`src/rtl/stream_arb_pkg.sv`:
```
// Shared types and helpers for the arbitrating stream mux.
// Holds the arbitration-mode enum and the wrapped priority scan.
package stream_arb_pkg;

  typedef enum logic [1:0] {
    ARB_SEL,
    ARB_RR,
    ARB_PRIO
  } arb_mode_e;

  localparam int MAX_INP = 64;
  localparam int MAX_W   = 6;

  // First set bit of vld[0..n-1] scanning upward from start, wrapping.
  // Returns -1 when no bit is set.
  function automatic int wrap_scan(
    input logic [MAX_INP-1:0] vld,
    input int                 n,
    input int                 start
  );
    int res;
    int idx;
    res = -1;
    // Descending so the closest hit to start is written last.
    for (int k = MAX_INP - 1; k >= 0; k--) begin
      if (k < n) begin
        idx = start + k;
        if (idx >= n) idx = idx - n;
        if (vld[idx[MAX_W-1:0]]) res = idx;
      end
    end
    return res;
  endfunction

endpackage

```
`src/rtl/stream_arb_gnt.sv`:
```
// Combinational grant picker: select, round-robin or fixed priority.
// Ports: valid/sel/rr/lock/lock_idx in; gnt index and gnt_valid out.
module stream_arb_gnt
  import stream_arb_pkg::*;
#(
  parameter int        N_INP    = 2,
  parameter arb_mode_e ARB_MODE = ARB_RR,
  parameter int        SEL_W    = (N_INP > 1) ? $clog2(N_INP) : 1
) (
  input  logic [N_INP-1:0] valid,
  input  logic [SEL_W-1:0] sel,
  input  logic [SEL_W-1:0] rr,
  input  logic             lock,
  input  logic [SEL_W-1:0] lock_idx,
  output logic [SEL_W-1:0] gnt,
  output logic             gnt_valid
);

  logic [MAX_INP-1:0] vpad;
  int                 scan;

  always_comb begin
    vpad = '0;
    vpad[N_INP-1:0] = valid;
    gnt = '0;
    gnt_valid = 1'b0;
    scan = -1;
    if (N_INP == 1) begin
      gnt_valid = valid[0];
    end else if (ARB_MODE == ARB_SEL) begin
      // Out-of-range select matches no input and grants nothing.
      gnt = sel;
      for (int i = 0; i < N_INP; i++) begin
        if (sel == SEL_W'(i)) gnt_valid = valid[i];
      end
    end else if (lock) begin
      gnt = lock_idx;
      for (int i = 0; i < N_INP; i++) begin
        if (lock_idx == SEL_W'(i)) gnt_valid = valid[i];
      end
    end else begin
      scan = wrap_scan(vpad, N_INP,
                       (ARB_MODE == ARB_RR) ? int'(rr) : 0);
      if (scan >= 0) begin
        gnt = SEL_W'(scan);
        gnt_valid = 1'b1;
      end
    end
  end

endmodule

```
`src/rtl/stream_arb_mux.sv`:
```
// N-input valid/ready stream mux with internal arbitration and grant lock.
// Ports: clk_i/rst_i, inp_* (N streams), oup_* (one stream + source idx).
module stream_arb_mux
  import stream_arb_pkg::*;
#(
  parameter type       DATA_T   = logic,
  parameter int        N_INP    = 2,
  parameter arb_mode_e ARB_MODE = ARB_RR,
  parameter bit        OUT_REG  = 1'b0,
  parameter int        SEL_W    = (N_INP > 1) ? $clog2(N_INP) : 1
) (
  input  logic                    clk_i,
  input  logic                    rst_i,
  input  DATA_T [N_INP-1:0]       inp_data_i,
  input  logic  [N_INP-1:0]       inp_valid_i,
  output logic  [N_INP-1:0]       inp_ready_o,
  input  logic  [SEL_W-1:0]       inp_sel_i,
  output DATA_T                   oup_data_o,
  output logic                    oup_valid_o,
  input  logic                    oup_ready_i,
  output logic  [SEL_W-1:0]       oup_idx_o
);

  if (N_INP < 1 || N_INP > MAX_INP) begin : g_bad_n
    $fatal(1, "stream_arb_mux: N_INP out of range");
  end

  logic [SEL_W-1:0] rr_q;
  logic [SEL_W-1:0] lock_idx_q;
  logic             lock_q;
  logic [SEL_W-1:0] gnt;
  logic             gnt_valid;
  logic             in_rdy;
  logic             in_fire;
  DATA_T            gnt_data;

  stream_arb_gnt #(
    .N_INP    (N_INP),
    .ARB_MODE (ARB_MODE),
    .SEL_W    (SEL_W)
  ) u_gnt (
    .valid     (inp_valid_i),
    .sel       (inp_sel_i),
    .rr        (rr_q),
    .lock      (lock_q),
    .lock_idx  (lock_idx_q),
    .gnt       (gnt),
    .gnt_valid (gnt_valid)
  );

  always_comb begin
    gnt_data = '0;
    for (int i = 0; i < N_INP; i++) begin
      if (gnt == SEL_W'(i)) gnt_data = inp_data_i[i];
    end
  end

  assign in_fire = gnt_valid && in_rdy;

  always_comb begin
    inp_ready_o = '0;
    for (int i = 0; i < N_INP; i++) begin
      if (gnt_valid && gnt == SEL_W'(i)) inp_ready_o[i] = in_rdy;
    end
  end

  always_ff @(posedge clk_i) begin
    if (rst_i) begin
      rr_q       <= '0;
      lock_q     <= 1'b0;
      lock_idx_q <= '0;
    end else begin
      if (in_fire) begin
        rr_q <= (gnt == SEL_W'(N_INP - 1)) ? '0 : gnt + 1'b1;
      end
      // Pin the grant on an offered-but-stalled beat.
      if (ARB_MODE != ARB_SEL) begin
        if (in_fire) begin
          lock_q <= 1'b0;
        end else if (gnt_valid) begin
          lock_q     <= 1'b1;
          lock_idx_q <= gnt;
        end
      end
    end
  end

  if (OUT_REG) begin : g_reg
    logic             full_q;
    DATA_T            data_q;
    logic [SEL_W-1:0] idx_q;

    // Accept while empty or draining: keeps one beat per cycle.
    assign in_rdy = !full_q || oup_ready_i;

    always_ff @(posedge clk_i) begin
      if (rst_i) begin
        full_q <= 1'b0;
        data_q <= '0;
        idx_q  <= '0;
      end else if (in_fire) begin
        full_q <= 1'b1;
        data_q <= gnt_data;
        idx_q  <= gnt;
      end else if (oup_ready_i) begin
        full_q <= 1'b0;
      end
    end

    assign oup_valid_o = full_q;
    assign oup_data_o  = data_q;
    assign oup_idx_o   = idx_q;
  end else begin : g_comb
    assign in_rdy      = oup_ready_i;
    assign oup_valid_o = gnt_valid;
    assign oup_data_o  = gnt_data;
    assign oup_idx_o   = gnt;
  end

`ifndef SYNTHESIS
  a_ready_onehot0 : assert property (
    @(posedge clk_i) disable iff (rst_i)
    $onehot0(inp_ready_o));

  a_out_stable : assert property (
    @(posedge clk_i) disable iff (rst_i)
    oup_valid_o && !oup_ready_i |=>
      oup_valid_o && $stable(oup_data_o) && $stable(oup_idx_o));

  if (ARB_MODE != ARB_SEL) begin : g_hold_chk
    for (genvar i = 0; i < N_INP; i++) begin : g_in
      a_valid_hold : assert property (
        @(posedge clk_i) disable iff (rst_i)
        inp_valid_i[i] && !inp_ready_o[i] |=> inp_valid_i[i]);
    end
  end

  if (ARB_MODE == ARB_SEL && N_INP > 1) begin : g_sel_chk
    a_sel_range : assert property (
      @(posedge clk_i) disable iff (rst_i)
      {1'b0, inp_sel_i} < (SEL_W + 1)'(N_INP));
  end
`endif

endmodule

```
`config.mk`:
```
export PLATFORM = sky130hd
export DESIGN_NAME = stream_arb_mux
export DESIGN_NICKNAME = d
export VERILOG_FILES = /design/src/rtl/stream_arb_pkg.sv /design/src/rtl/stream_arb_gnt.sv /design/src/rtl/stream_arb_mux.sv
export SDC_FILE = /design/constraint.sdc
export NUM_CORES = 1
export LEC_CHECK = 0
export ABC_AREA = 0
export CAP_MARGIN = 30
export CORE_AREA = 5 5 42 44
export CTS_CLUSTER_SIZE = 10
export DETAILED_ROUTE_END_ITERATION = 12
export DIE_AREA = 0 0 47 49
export SLEW_MARGIN = 20
export SYNTH_ARGS = -nofsm -noshare
export SYNTH_HDL_FRONTEND = slang
export SYNTH_SLANG_ARGS = --single-unit
```
`constraint.sdc`:
```
create_clock -name clk_i -period 1.2 [get_ports clk_i]
set_clock_uncertainty 0.15 [all_clocks]
set_input_delay 0.18 -clock clk_i [delete_from_list [all_inputs] [get_ports clk_i]]
set_output_delay 0.18 -clock clk_i [all_outputs]
set_load 0.02 [all_outputs]
```
==> flow_metrics.tcl, run 1 <==
set metrics [dict create \
    clock_path_buffers 2 \
    slew_headroom 0.8544 \
    seq_area_frac_synth 0.2712 \
    cts_buffers 3 \
    ys_top_cells_by_count "nor2_1, dfxtp_1, nand2_1" \
    worst_hold_path_type "in -> reg" \
    area_delta_synth_final_pct 128.2 \
    clk_latency_ns 0.23 \
    synth_cell_type_count 18 \
    max_freq_mhz 597.9 \
    max-vdd-ir-drop_mv 0.5880 \
    crit_path_cell_trace "and2b_4 > o21ai_4 > mux2_4 > buf_6" \
    hold_slack_ns 0.2954 \
    dieArea_um2 2303 \
    status "finished, violations left" \
    wl_um 692 \
    diodes 0 \
    synth_area_leaders "dfxtp_1, o21ai_4, mux2_4" \
    h-tree-depth 1 \
    syn_inst 26 \
    holdBufCountCts 0 \
    die_w_um 47 \
    fin_crit_ns 1.672 \
    path_clk_slew_ns 0.04 \
    first_pass_iters 2 \
    grtUsageTotal 0.05982 \
    synth-main-ff-cell "dfxtp_1" \
    synth_adder_area_share 0 \
    synth_largest_area_cell "dfxtp_1" \
    powerDensity_nw_per_um2 936.7 \
    arrival_ns 1.34 \
    fin_nets 61 \
    first_iter_violations 6 \
    num_vias 280 \
    grt_pass1_wl_um 972 \
    synth_edf_count 0 \
    power_mw 0.4735 \
    cap_violations 0 \
    dp.cells 61 \
    syn_avg_cell_area_um2 8.518 \
    grt_setup_unrepaired "yes" \
    synth-xor-area-share 0 \
    cpMaxStageDelayCell "dfxtp_2" \
    synth-compound-area-share 0.2938 \
    num_io_pins 13 \
    rows 14 \
    grt_antenna_before_repair 0 \
    setup_viol 5 \
    hold_violations 0 \
    startpoint_type "flop" \
    start_util 0.1580 \
    synth-seq-cells 3 \
    path_buf_inv 1 \
    via_per_inst 4.118 \
    dp_hpwl_um 520.2 \
    drive_above_1_share 0.6154 \
    core_um2 1401 \
    synth_top_area_frac 0.2712 \
    crit_fanout 4 \
    grt_pass1_vias 224 \
    leakagePower_nw 0.2313 \
    critPathMaxStageDelay_ns 0.32 \
    synth_nets 34 \
    async_flop_share 0 \
    clock-root-buffer "clkbuf_4" \
    gp_congestion 0.7121 \
    ys_warn_count 0 \
    crit_type "reg -> out" \
    drcViolationCount 0 \
    synthMuxAreaShare 0.1130 \
    grt_max_degree 6 \
    wire_per_inst_um 10.18 \
    crit_required_ns 0.87 \
    fillers 152 \
    port_buffers 11 \
    cpLargestDelayFamily "flip-flops" \
    final_max_slew_viol_count 0 \
    synth.cell_area_um2 221.5 \
    layout_worst_path_cycle_share 1.394 \
    end_kind "output port" \
    worstMarginPinSlew_ns 0.2169 \
    violations "negative setup slack" \
    clock_sinks 3 \
    multi_input_area_um2 186.4 \
    cts_tree "done" \
    drtAntennaViolNets 0 \
    synth_top_family_by_area "simple AND/OR/NAND/NOR gates" \
    setup_slack_ns -0.4724 \
    yosysMostFrequentCell "nor2_1" \
    synth-simple-area-share 0.3051 \
    gr-total-overflow 0 \
    final_cells 68 \
    seqCellArea_um2 66.31 \
    dieHeight_um 49 \
]
==> cells by family after synthesis <==
kind of cell | Yosys count
buffers and inverters | 1
multiplexers | 2
flip-flops | 3
AND/OR/NAND/NOR | 12
AO/OA/AOI/OAI | 8
==> routing by layer <==
metal	part of all wire	vias to the layer above	track usage	wire length, um
met5	0	-	0	0
met4	0	0	0.04147	0
met3	0.094	0	0.02583	65
met2	0.41	11	0.06561	284
met1	0.49	124	0.08772	342
li1	-	145	-	-
==> sequential cells by signal, summed over array words and instances (netlist names) <==
name,flops
lock_idx_q,1
rr_q,1
lock_q,1
==> final cells by class <==
type / instances / area share
inverter: 1 / 0.007426
sequential: 3 / 0.1312
tap: 16 / 0.03960
multi-input combinational: 22 / 0.3688
timing repair buffer: 22 / 0.4010
clock buffer: 4 / 0.05198
==> tightest hold or removal path: stages <==
cell and delay [ns]:
dlymetal6s2s_1 0.14, buf_4 0.16, o211ai_1 0.08, a21oi_1 0.07
==> repair_timing <==
item / 4_1_cts / 5_1_grt
buffers inserted: 1 / 2
resized for setup: 30 / 10
pin swaps: 3 / 3
endpoints found under the setup margin: 8 / 7
==> cell usage in the layout, fill, tap and decap left out, types with 2 or more instances in the layout <==
master and instances:
clkdlybuf4s50_1 3, nand2_1 3, buf_6 6, a21oi_1 2, nor2_1 3, dfxtp_2 2, dlygate4sd2_1 2, buf_4 10
clkbuf_4 3
==> power by group <==
group | switching (mW) | leakage (nW) | internal, mW
Sequential | 0.00584 | 0.0261 | 0.108
Clock | 0.0500 | 0.0150 | 0.124
Combinational | 0.0760 | 0.190 | 0.110
==> through the flow <==
| stage | setup TNS (ns) | instance area (um^2) | setup WS, ns | utilization |
|---|---|---|---|---|
| 3_3_place_gp | -5.571 | 429.2 | -1.019 | 0.3063 |
| 2_1_floorplan | -0.6628 | 239.0 | -0.2494 | - |
| 6_report | -1.850 | 505.5 | -0.4724 | 0.3607 |
| 3_5_place_dp | -5.652 | 429.2 | -1.032 | 0.3063 |
| 5_1_grt | -2.098 | 505.5 | -0.5157 | 0.3607 |
| 4_1_cts | -2.124 | 471.7 | -0.5379 | 0.3366 |
==> final timing paths <==
kind                                  start         end  slack, ns  cells past startpoint
worst min register to register         rr_q  lock_idx_q       0.47                      3
worst min-delay path            oup_ready_i        rr_q       0.30                      4
worst max register to register       lock_q        rr_q       0.08                      4
worst max-delay path                   rr_q  oup_data_o      -0.47                      4
Power figures use the tool's default switching activity.
==> run 2, diff against run 1 <==
==> constraint.sdc (replaced) <==
create_clock -name clk_i -period 2.2 [get_ports clk_i]
set_clock_uncertainty 0.15 [all_clocks]
set_input_delay 0.33 -clock clk_i [delete_from_list [all_inputs] [get_ports clk_i]]
set_output_delay 0.33 -clock clk_i [all_outputs]
set_load 0.02 [all_outputs]
==> run 2 against run 1 <==
Against the previous run: the run now ends clean; clock-buffer cell count unchanged; clock power down 45%; worst hold slack better by 0.067 ns; flip-flop and latch count unchanged; combinational power down 62%; critical path type is now in -> out; critical endpoint unchanged.
==> flow_metrics.tcl, run 2 (same netlist as run 1, synthesis figures left out) <==
set metrics [dict create \
    status "complete, no violations" \
    clock_path_buffers 2 \
    setup_viol 0 \
    swShare 0.2791 \
    dieHeight_um 49 \
    start_util 0.1580 \
    gp_congestion 0.6976 \
    end_kind "output port" \
    num_io_pins 13 \
    crit_type "in -> out" \
    cpLargestDelayFamily "buffers and inverters" \
    crit_required_ns 1.72 \
    die_w_um 47 \
    powerDensity_nw_per_um2 568.3 \
    first_pass_iters 4 \
    max_freq_mhz 473.9 \
    power_switching_mw 0.06370 \
    drive_above_1_share 0.3261 \
    num_vias 255 \
    crit_fanout 4 \
    wl_um 547 \
    hold_violations 0 \
    final_cell_mix "clkdlybuf4s50_1, buf_4, nor2_1" \
    final_cells 62 \
    drtAntennaViolNets 0 \
    layout_worst_path_cycle_share 0.9591 \
    area_delta_synth_final_pct 81.36 \
    dieArea_um2 2303 \
    cpMaxStageDelayCell "clkdlybuf4s50_1" \
    final_max_slew_viol_count 0 \
    cts_buffers 3 \
    p_int_mw 0.1645 \
    seq_power_share 0.271 \
    wire_per_inst_um 8.823 \
    fin_crit_ns 2.110 \
    clock_sinks 3 \
    grt_antenna_before_repair 0 \
    path_buf_inv 2 \
    path_clk_slew_ns 0.04 \
    pwr-share-comb 0.311 \
    first_iter_violations 1 \
    r2r_slack_ns 1.04 \
    arrival_ns 1.63 \
    grt_max_degree 6 \
    diodes 0 \
    seqCellArea_um2 60.06 \
    leakagePower_nw 0.1741 \
    place_ws_ns -0.3108 \
    gr-total-overflow 0 \
    clock-root-buffer "clkbuf_4" \
    dp_hpwl_um 458.5 \
    p_clk_frac 0.418 \
    critPathMaxStageDelay_ns 0.46 \
    slew_headroom 0.8490 \
    grt_pass1_wl_um 807 \
    dp.cells 58 \
    worst_hold_path_type "reg -> reg" \
    clk_latency_ns 0.23 \
    cap_violations 0 \
    fillers 158 \
    drcViolationCount 0 \
    rows 14 \
    core_um2 1401 \
    cts_tree "done" \
    setup_slack_ns 0.09005 \
    fin_nets 55 \
    multi_input_area_um2 157.7 \
    max-vdd-ir-drop_mv 0.2185 \
    h-tree-depth 1 \
    grt_pass1_vias 231 \
    grtUsageTotal 0.05134 \
    worstMarginPinSlew_ns 0.2201 \
    via_per_inst 4.113 \
    port_buffers 11 \
    startpoint_type "input port" \
    top_regs "lock_idx_q x1, lock_q x1, rr_q x1" \
    grt_setup_unrepaired "no" \
    crit_path_cell_trace "clkdlybuf4s50_1 > and2b_4 > o21ai_4 > mux2_4 > buf_2" \
]
-- run 2: cell types whose count changed in the layout (fill, tap and decap cells not counted), sizes merged --
cell,previous run,this run
dlymetal6s2s,1,0
clkbuf,4,5
clkdlybuf4s50,3,5
dlygate4sd2,2,3
clkdlybuf4s15,0,1
buf,16,6
-- run 2: stage by stage --
| stage | setup TNS [ns] | power, mW | util | instance area [um^2] | hold WS (ns) |
|---|---|---|---|---|---|
| final | 0 | 0.2282 | 0.2866 | 401.6 | 0.3622 |
| after global routing | 0 | 0.2425 | 0.2866 | 401.6 | 0.4038 |
| after CTS | 0 | 0.2366 | 0.2893 | 405.4 | 0.3693 |
| after detailed placement | -1.022 | 0.1411 | 0.2777 | 389.1 | 0.3598 |
| after global placement | -1.006 | 0.1405 | 0.2777 | 389.1 | 0.3633 |
| after floorplan | 0 | 0.1007 | - | 221.5 | 0.2491 |
-- run 2: power groups by stage --
stage,Sequential [mW],Clock (mW),Combinational [mW]
after global placement,0.0630,0,0.0776
after global routing,0.0625,0.104,0.0759
after floorplan,0.0629,0,0.0378
final,0.0618,0.0954,0.0710
after detailed placement,0.0626,0,0.0784
after CTS,0.0618,0.102,0.0725
-- run 2: repair_timing --
item                       4_1_cts  5_1_grt
resized for setup               10        2
setup endpoints to repair        5        2
hold buffers                     0        0
buffers inserted                 0        0
-- run 2: cell type report --
| class | count | area share |
|---|---|---|
| Sequential cell | 3 | 0.1495 |
| Clock buffer | 4 | 0.06542 |
| Multi-Input combinational cell | 22 | 0.3925 |
| Inverter | 1 | 0.009346 |
| Tap cell | 16 | 0.04984 |
| Timing Repair Buffer | 16 | 0.3333 |
-- run 2: layer usage --
layer,vias up,part of all wire,track usage
met3,2,0.16,0.01476
met4,0,0.031,0.06912
met1,106,0.41,0.05252
met5,-,0,0
met2,15,0.40,0.06787
li1,132,-,-
-- run 2: worst reg2reg max path: stages (launching register included) --
cell      delay (ns)
dfxtp_1         0.31
buf_4           0.15
nor2_1          0.13
a21oi_1         0.08
a311oi_1        0.24
-- run 2: final timing paths --
check                  from         end  depth (start not counted)
max          inp_valid_i[0]  oup_data_o                          5
max reg2reg          lock_q  lock_idx_q                          4
min reg2reg            rr_q        rr_q                          2
min                    rr_q        rr_q                          2
==> run 3, diff against run 2 <==
--- a/config.mk
+++ b/config.mk
@@ -11,6 +11,9 @@
 export CTS_CLUSTER_SIZE = 10
 export DETAILED_ROUTE_END_ITERATION = 12
 export DIE_AREA = 0 0 47 49
+export GPL_ROUTABILITY_DRIVEN = 0
+export PLACE_DENSITY = 0.46
+export SKIP_CTS_REPAIR_TIMING = 1
 export SLEW_MARGIN = 20
 export SYNTH_ARGS = -nofsm -noshare
 export SYNTH_HDL_FRONTEND = slang
==> run 3 against run 2 <==
Against the previous run: fmax is 0.26% lower; die area stayed put; global-route usage is 1.3 points higher; power is 3.7% higher; combinational power is 15% higher; routed wire length is 22% higher; non-clock buffer count is 3 higher; via count is 8.6% higher; critical path type unchanged; sequential power is 0.8% higher.
==> flow_metrics.tcl, run 3 (same netlist as run 1, synthesis figures left out) <==
set metrics [dict create \
    status "complete, no violations" \
    rows 14 \
    num_io_pins 13 \
    pwr-share-comb 0.343 \
    worst_hold_path_type "in -> reg" \
    core_um2 1401 \
    via_per_inst 4.262 \
    p_clk_frac 0.393 \
    crit_type "in -> out" \
    grt_pass1_wl_mm 1.062 \
    p_int_mw 0.1731 \
    first_iter_violations 6 \
    clk_latency_ns 0.23 \
    fillers 160 \
    final_max_slew_viol_count 0 \
    layout_worst_path_cycle_share 0.9616 \
    powerDensity_nw_per_um2 522.5 \
    clock_path_buffers 2 \
    final_common_cell "buf_4" \
    cap_violations 0 \
    drcViolationCount 0 \
    first_pass_iters 2 \
    power_switching_mw 0.06349 \
    start_util 0.1580 \
    end_kind "output port" \
    die_w_um 47 \
    grt_pass1_vias 266 \
    area_delta_synth_final_pct 104.5 \
    hold_violations 0 \
    multi_input_area_um2 157.7 \
    cts_tree "done" \
    h-tree-depth 1 \
    setup_viol 0 \
    path_clk_slew_ns 0.03 \
    slew_headroom 0.8320 \
    grt_setup_unrepaired "no" \
    grtUsageTotal 0.06470 \
    final_cell_mix "buf_4, dlymetal6s2s_1, clkdlybuf4s50_1, nor2_1" \
    grt_antenna_before_repair 0 \
    final_cells 65 \
    num_vias 277 \
    arrival_ns 1.64 \
    cts_buffers 3 \
    max_freq_mhz 472.7 \
    leakagePower_nw 0.2518 \
    gr-total-overflow 0 \
    dp.cells 61 \
    final_util 0.3232 \
    clock-root-buffer "clkbuf_4" \
    crit_fanout 4 \
    grt_max_degree 6 \
    dp_hpwl_um 543.1 \
    drive_above_1_share 0.3265 \
    max-vdd-ir-drop_mv 0.2035 \
    fin_nets 58 \
    r2r_slack_ns 1.01 \
    startpoint_type "input port" \
    swShare 0.2683 \
    port_buffers 11 \
    worstMarginPinSlew_ns 0.2450 \
    diodes 0 \
    dieHeight_um 49 \
    wl_um 666 \
    wire_per_inst_um 10.25 \
    seqCellArea_um2 60.06 \
    clock_sinks 3 \
    drtAntennaViolNets 0 \
    top_regs "lock_idx_q x1, lock_q x1, rr_q x1" \
    crit_required_ns 1.72 \
    fin_crit_ns 2.115 \
    seq_power_share 0.263 \
    dieArea_um2 2303 \
]
run 3: changes by cell type in the layout (fill, tap and decap cells not counted):
cell / before / now
buf_2: 1 / 0
buf_4: 5 / 8
clkbuf_2: 1 / 0
clkdlybuf4s15_1: 1 / 0
dlygate4sd2_1: 3 / 0
dlymetal6s2s_1: 0 / 6
run 3: path summary, 6_finish.rpt:
path | start | to | depth (start not counted)
hold / removal | inp_valid_i[0] | lock_idx_q | 3
setup reg to reg | lock_idx_q | lock_q | 4
setup / recovery | inp_valid_i[1] | oup_data_o | 5
hold reg to reg | rr_q | lock_idx_q | 2
run 3: power by group through the flow:
stage | clock network, mW | registers [mW] | logic, mW
CTS | 0.0995 | 0.0623 | 0.0839
global route | 0.106 | 0.0627 | 0.0870
finish | 0.0931 | 0.0623 | 0.0813
floorplan | 0 | 0.0629 | 0.0378
global placement | 0 | 0.0631 | 0.0826
detailed placement | 0 | 0.0630 | 0.0836
run 3: layer usage:
layer | share of wire | vias up | wire length [um] | GRT usage
met1 | 0.38 | 125 | 255 | 0.07221
met4 | 0 | 0 | 0 | 0.05530
li1 | - | 141 | - | -
met3 | 0.17 | 0 | 112 | 0.02952
met2 | 0.45 | 11 | 297 | 0.08824
met5 | 0 | - | 0 | 0
run 3: through the flow:
stage                     setup TNS, ns  hold WS, ns  worst slack [ns]  total power, mW  instance area, um^2
final                                 0       0.3591           0.08451           0.2366                452.9
after global routing                  0       0.3919           0.03293           0.2555                452.9
after CTS                        -1.067       0.3671           -0.3199           0.2457                437.9
after detailed placement         -1.019       0.3567           -0.3099           0.1466                411.6
after global placement           -1.047       0.3600           -0.3171           0.1457                411.6
after floorplan                       0       0.2491            0.5663           0.1007                221.5
run 3: layout make-up:
type,instances,share of cell area
Tap cell,16,0.04420
Clock buffer,4,0.05801
Multi-Input combinational cell,22,0.3481
Timing Repair Buffer,19,0.4088
Sequential cell,3,0.1326
Inverter,1,0.008287
run 3: worst max-delay path, cell delays in order:
cell and delay, ns:
clkdlybuf4s50_1 0.51, nand2b_1 0.10, o21ai_4 0.18, mux2_4 0.31, dlymetal6s2s_1 0.21
